==> src/rtl/cpu_types_pkg.sv <==
// Shared CPU datapath types: the instruction word type and the bubble (nop) encoding.
// Included by pipeline blocks that need to emit a bubble when no instruction is available.
package cpu_types_pkg;

    localparam int WORD_W = 32;

    typedef logic [WORD_W-1:0] word_t;

    // An all-zero word decodes as a nop in this ISA.
    localparam word_t BUBBLE = '0;

endpackage

==> src/rtl/if_id_queue_ram.sv <==
// Storage array for the IF/ID queue: one synchronous write port and one asynchronous read port.
// The array has no reset; the queue's pointers and count decide which entries are live.
module if_id_queue_ram #(
    parameter int DW    = 64,
    parameter int DEPTH = 4,
    parameter int PW    = 2
) (
    input  logic          CLK,
    input  logic          we,
    input  logic [PW-1:0] waddr,
    input  logic [DW-1:0] wdata,
    input  logic [PW-1:0] raddr,
    output logic [DW-1:0] rdata
);

    logic [DW-1:0] mem [DEPTH];

    always_ff @(posedge CLK) begin
        if (we) begin
            mem[waddr] <= wdata;
        end
    end

    assign rdata = mem[raddr];

endmodule

==> src/rtl/if_id_queue.sv <==
// Fetch/decode decoupling FIFO of {instruction, PC+4} pairs with flush and bubble output.
// Optional same-cycle bypass when empty is enabled by defining IF_ID_QUEUE_BYPASS_EN.
module if_id_queue
    import cpu_types_pkg::*;
#(
    parameter int IW    = 32,
    parameter int AW    = 32,
    parameter int DEPTH = 4
) (
    input  logic                       CLK,
    input  logic                       RST,
    input  logic                       ihit,
    input  logic [IW-1:0]              imemload,
    input  logic [AW-1:0]              pcp4,
    output logic                       full,
    input  logic                       deq,
    output logic                       valid,
    output logic [IW-1:0]              instr,
    output logic [AW-1:0]              pcp4_out,
    input  logic                       flush,
    output logic [$clog2(DEPTH+1)-1:0] count
);

    localparam int PW = $clog2(DEPTH);
    localparam int CW = $clog2(DEPTH+1);
    localparam int DW = IW + AW;

    logic [PW-1:0] wr_ptr;
    logic [PW-1:0] rd_ptr;
    logic [CW-1:0] count_q;
    logic          empty;
    logic          bypass;
    logic          enq;
    logic          deq_fire;
    logic [DW-1:0] rd_data;
    logic [IW-1:0] head_instr;
    logic [AW-1:0] head_pcp4;

    // Handshake: fetch transfers when ihit=1 and full=0; decode transfers when valid=1 and deq=1.
    // full and valid come from registered state only, except valid/instr/pcp4_out on the bypass path.
    assign empty = (count_q == '0);
    assign full  = (count_q == CW'(DEPTH));
    assign count = count_q;

`ifdef IF_ID_QUEUE_BYPASS_EN
    assign bypass = empty & ihit & ~flush;
`else
    assign bypass = 1'b0;
`endif

    // A bypassed word consumed in the same cycle never lands in storage.
    assign enq      = ihit & ~full & ~flush & ~(bypass & deq);
    assign deq_fire = deq & ~empty & ~flush;

    always_ff @(posedge CLK or posedge RST) begin
        if (RST) begin
            wr_ptr  <= '0;
            rd_ptr  <= '0;
            count_q <= '0;
        end else if (flush) begin
            wr_ptr  <= '0;
            rd_ptr  <= '0;
            count_q <= '0;
        end else begin
            if (enq) begin
                wr_ptr <= PW'(wr_ptr + 1'b1);
            end
            if (deq_fire) begin
                rd_ptr <= PW'(rd_ptr + 1'b1);
            end
            count_q <= CW'(count_q + CW'(enq) - CW'(deq_fire));
        end
    end

    if_id_queue_ram #(
        .DW    (DW),
        .DEPTH (DEPTH),
        .PW    (PW)
    ) u_ram (
        .CLK   (CLK),
        .we    (enq),
        .waddr (wr_ptr),
        .wdata ({imemload, pcp4}),
        .raddr (rd_ptr),
        .rdata (rd_data)
    );

    assign head_instr = rd_data[DW-1:AW];
    assign head_pcp4  = rd_data[AW-1:0];

    assign valid = ~empty | bypass;

    always_comb begin
        instr    = IW'(BUBBLE);
        pcp4_out = '0;
        if (bypass) begin
            instr    = imemload;
            pcp4_out = pcp4;
        end else if (~empty) begin
            instr    = head_instr;
            pcp4_out = head_pcp4;
        end
    end

endmodule

==> config.mk <==
export PLATFORM = sky130hd
export DESIGN_NAME = if_id_queue
export DESIGN_NICKNAME = d
export VERILOG_FILES = /design/src/rtl/cpu_types_pkg.sv /design/src/rtl/if_id_queue_ram.sv /design/src/rtl/if_id_queue.sv
export SDC_FILE = /design/constraint.sdc
export NUM_CORES = 1
export LEC_CHECK = 0
export CAP_MARGIN = 25
export CORE_ASPECT_RATIO = 0.7
export CORE_MARGIN = 5
export CORE_UTILIZATION = 49
export DETAILED_ROUTE_END_ITERATION = 10
export GPL_ROUTABILITY_DRIVEN = 0
export GPL_TIMING_DRIVEN = 0
export PLACE_DENSITY = 0.75
export SYNTH_ARGS = -nofsm -noshare
export SYNTH_HDL_FRONTEND = slang
export SYNTH_HIERARCHICAL = 1
export SYNTH_SLANG_ARGS = --single-unit
==> constraint.sdc <==
create_clock -name CLK -period 6 [get_ports CLK]
set_input_delay 1.2 -clock CLK [delete_from_list [all_inputs] [get_ports CLK]]
set_output_delay 1.2 -clock CLK [all_outputs]
set_load 0.05 [all_outputs]
### After elaboration in Yosys (flattened, before gate mapping)

Memory sizes are Yosys's and may differ from the RTL's.
Cells that the tools add are included.
W data, S select, Z words.

| cells by class | value |
|---|---|
| add/subtract/negate cells | 4 |
| equal/unequal tests | 1 |
| mux-type cells | 9 |
| bitwise gates (word level) | 7 |
| reduce and logical (&&, ||, !) cells | 3 |

Operators with widths:

| operator | number |
|---|---|
| $mux W32 | 2 |
| $mux W2 | 4 |
| $add A2 B1 Y2 const B | 2 |
| $and A1 B1 Y1 | 4 |
| $reduce_bool A2 Y1 | 2 |
| $add A3 B1 Y3 | 1 |
| $eq A3 B3 Y1 const B | 1 |
| $logic_not A3 Y1 | 1 |
| $mux W3 | 1 |
| $not A1 Y1 | 3 |
| $sub A3 B1 Y3 | 1 |
| $mux W1 | 2 |

| word-level totals | value |
|---|---|
| flip-flop bits (word level) | 7 |
| RAM bits | 256 |
| input port bits | 69 |
| output and inout bits | 69 |
| word-level logic and storage cells | 28 |
| memories | 1 |

Memory list:

| memory | depth | width | read ports | clocked after memory_dff | write ports | RTL line | RTL |
|---|---|---|---|---|---|---|---|
| u_ram.mem | 4 | 64 | 1 | 0 | 1 | if_id_queue_ram.sv:16 | `logic [DW-1:0] mem [DEPTH];` |

### Logic depth before layout (Yosys ltp)

| logic depth | value |
|---|---|
| depth after elaboration | 7 |
| mapped depth | 10 |

### Modules after synthesis

Netlist, hierarchy kept.

By module, submodules not included:

| module | instances | cells each | area an instance (µm²) | sequential area each (µm²) |
|---|---|---|---|---|
| if_id_queue_ram | 1 | 338 | 9341.5 | 7687.4 |
| if_id_queue | 1 | 109 | 858.3 | 175.2 |

### Worst setup path after synthesis

No wires, ideal clock.

| timing path | value |
|---|---|
| path kind | input port to flip-flop |
| from | input ihit |
| to | memory u_ram.mem[0][0], enable pin |
| setup time | 0.578 ns |
| arrival time | 6.305 ns |
| data required time | 5.422 ns |
| path slack | -0.883 ns |
| stages on the path | 3 |
| cells stage by stage | nor2b_1 nor2b_1 nor3b_1 |

| on the way | value |
|---|---|
| longest elaborated chain between the ends | 4 |

RTL lines:

| item | RTL line | RTL |
|---|---|---|
| start: declaration | if_id_queue.sv:12 | `input logic ihit,` |
| $and A1 B1 Y1 (2 in a row) | if_id_queue.sv:52 | `assign enq = ihit & ~full & ~flush & ~(bypass & deq);` |
| via enq | if_id_queue.sv:33 | `logic enq;` |
| $mux W1 | if_id_queue_ram.sv:19 | `if (we) begin` |
| $mux W1 (implied by the code) | if_id_queue_ram.sv:20 | `mem[waddr] <= wdata;` |
| end: declaration | if_id_queue_ram.sv:16 |  |

The timed path passes the listed nets, and every way through them passes these cells.

### Worst setup path in the final report

| timing path | value |
|---|---|
| from | register rd_ptr[0] |
| to | output instr[20] |

| on the way | value |
|---|---|
| longest elaborated chain between the ends | 2 |

RTL lines:

| item | RTL line | RTL |
|---|---|---|
| start: declaration | if_id_queue.sv:29 | `logic [PW-1:0] rd_ptr;` |
| start signal: assignment | if_id_queue.sv:69 | `rd_ptr <= PW'(rd_ptr + 1'b1);` |
| $mem_v2 Z4 W64 | -- |  |
| via rd_data[52] | if_id_queue.sv:35 | `logic [DW-1:0] rd_data;` |
| $mux W32 | if_id_queue.sv:99 | `end else if (~empty) begin` |
| end: declaration | if_id_queue.sv:18 | `output logic [IW-1:0] instr,` |

The timed path passes the listed nets, and every way through them passes these cells.

==> reports/results.tsv <==
metric	value	unit
status	finished, final reports clean	
ys_types	30	
cts_tree	done	
grtUsageTotal	0.163	
synth.most_common_cell	edfxtp_1	
start_util	0.495	
totalWireLength	19200	um
crit_path_end_kind	output port	
slew_headroom	0.523	
power_switching	2060	uW
setup_viol	0	
drtIter0Drc	292	
power.internal	4060	uW
netlist_area	0.0102	mm2
synth-main-ff-cell	edfxtp_1	
cts_hold_buf	0	
nNetsFinal	692	
postCtsSetupRepairBufs	0	
dr.pass1.iters	4	
worst_slew_pin_slew	0.715	ns
cts_made_buffers	26	
pre_cts_slack	2.17	ns
fin_util	0.630	
seqPwrFrac	0.353	
synth_enable_flop_cells	256	
gr-total-overflow	0	
yosysTopAreaCellShare	0.754	
ant_nets	0	
fp.dieW	182	um
viasPerCell	5.32	
min_path_type	flip-flop to flip-flop	
finalHoldWorstSlack	0.556	ns
setup_ws	2.04	ns
power_density	472	mW/mm2
clock_skew	0.00650	ns
ios	138	
clockBufferDepth	3	
grt_pass1_wl	30000	um
hold_viol	0	
p_comb_frac	0.379	
wl_per_cell	21.0	um
cts_max_level	1	
netlist_instances	447	
drc_errors	0	
max_freq	0.253	GHz
yosysWarnings	6	
die_area	0.0238	mm2
row_count	44	
cts_resized	0	
worstPathMaxFanout	10	
seqCellArea	0.00786	mm2
syn_avg_cell_area	22.8	um2
fin_crit_sh	0.660	
arrival	2.76	ns
diodes	0	
leakage	0.00420	uW
irDropWorstVdd	0.343	mV
cts.sinks	263	
async_flop_share	0.0266	
grt_start_max_net_pins	35	
cts.reportedPaths.clkPinSlew	0.06	ns
netlist_top_cells_count	256 x edfxtp_1, 64 x and2_1, 60 x mux4_2, 7 x dfrtp_1	
die_y	131	um
multi_input_area	0.00211	mm2
rsz0062_at_grt	false	
synthTopCellsByArea	edfxtp_1 75%, mux4_2 13%, and2_1 3.9%, dfrtp_1 1.7%, buf_12 1.2%	
crit_type	flip-flop to output port	
antenna_found_initial	0	
yosysTopAreaCell	edfxtp_1	
final-max-slew-violation-count	0	
period_minus_slack	3.96	ns
core	0.0206	mm2
io_buffers	137	
start_kind	flip-flop	
num_vias	4873	
yosysSeqAreaShare	0.771	
dp_hpwl	12600	um
syn2layout_area_growth	27.1	%
ys_ff_latch	263	
drive_above_1_share	0.205	
required	4.80	ns
switching_share	0.336	
cap_viol_max_count	0	
clk_latency	0.51	ns
clockPowerShare	0.268	
syn_nets	519	
grt_pass1_vias	5378	
clk_root_buffer_cell	clkbuf_16	
nFillCells	1443	
-- final cells by class --
class,instances,area share
Clock inverter,17,0.0141
Tap cell,276,0.0266
Inverter,3,0.000868
Timing Repair Buffer,145,0.117
Sequential cell,263,0.606
Multi-Input combinational cell,159,0.163
Buffer,22,0.0183
Clock buffer,31,0.0540
-- final timing paths --
check                           from          endpoint  slack [ns]  cells after the start
max in group asynchronous        RST         rd_ptr[0]        4.83                      2
min reg2reg                rd_ptr[1]         rd_ptr[1]        0.56                      2
max reg2reg                 count[2]  u_ram/mem[0][27]        3.22                      7
min in group asynchronous        RST         wr_ptr[1]        0.93                      2
min                        rd_ptr[1]         rd_ptr[1]        0.56                      2
max                        rd_ptr[0]         instr[20]        2.04                      5
-- layer usage --
layer / wire length (um) / share of wire / vias to the layer above / GRT usage
met5: 0 / 0 / - / 0
met3: 1080 / 0.056 / 29 / 0.0387
met2: 9030 / 0.47 / 127 / 0.268
met4: 361 / 0.019 / 0 / 0.0331
li1: - / - / 2165 / -
met1: 8750 / 0.46 / 2552 / 0.231
-- critical path, stage by stage (launching register included) --
cell and delay, ns:
dfrtp_1 0.40, buf_6 0.26, buf_12 0.19, mux4_2 0.53
and2_1 0.16, clkdlybuf4s50_1 0.70
-- power by group through the flow --
stage                     combinational (uW)  sequential [uW]  clock (uW)
after global routing                    2450             2170        1770
after detailed placement                2350             2200           0
final                                   2320             2160        1640
after global placement                  2310             2200           0
after CTS                               2360             2160        1680
after floorplan                         1590             2220           0
-- sequential cells by signal (all words and copies together) (netlist names) --
| register | flops |
|---|---|
| wr_ptr | 2 |
| count | 3 |
| u_ram/mem | 256 |
| rd_ptr | 2 |
-- layout by cell type, fill, tap and decap left out, types with 5 or more instances in the layout --
master and count:
and2_1 64, buf_12 9, buf_2 6, buf_6 7, clkbuf_1 5, clkbuf_16 27, clkdlybuf4s50_1 137, clkinv_1 7
dfrtp_1 7, edfxtp_1 256, mux4_2 60, nor2_1 6
-- logic make-up after synthesis --
| kind of cell | share of synthesized area |
|---|---|
| AOI/OAI and AO/OA | 0.00258 |
| xor gates and xnor gates | 0.00344 |
| adders and majority gates | 0.00442 |
| buffers and inverters | 0.0244 |
| DFF | 0.771 |
| muxes | 0.144 |
| and+or+nand+nor | 0.0504 |
-- per-stage QoR --
step                      cells  total power, uW  setup TNS (ns)  instance area, um2
after floorplan             447             3810               0               10200
after global routing        916             6380               0               13000
final                       916             6130               0               13000
after global placement      860             4520          -67.61               11900
after CTS                   916             6210               0               13000
after detailed placement    868             4550               0               12100
Power figures use the tool's default switching activity.
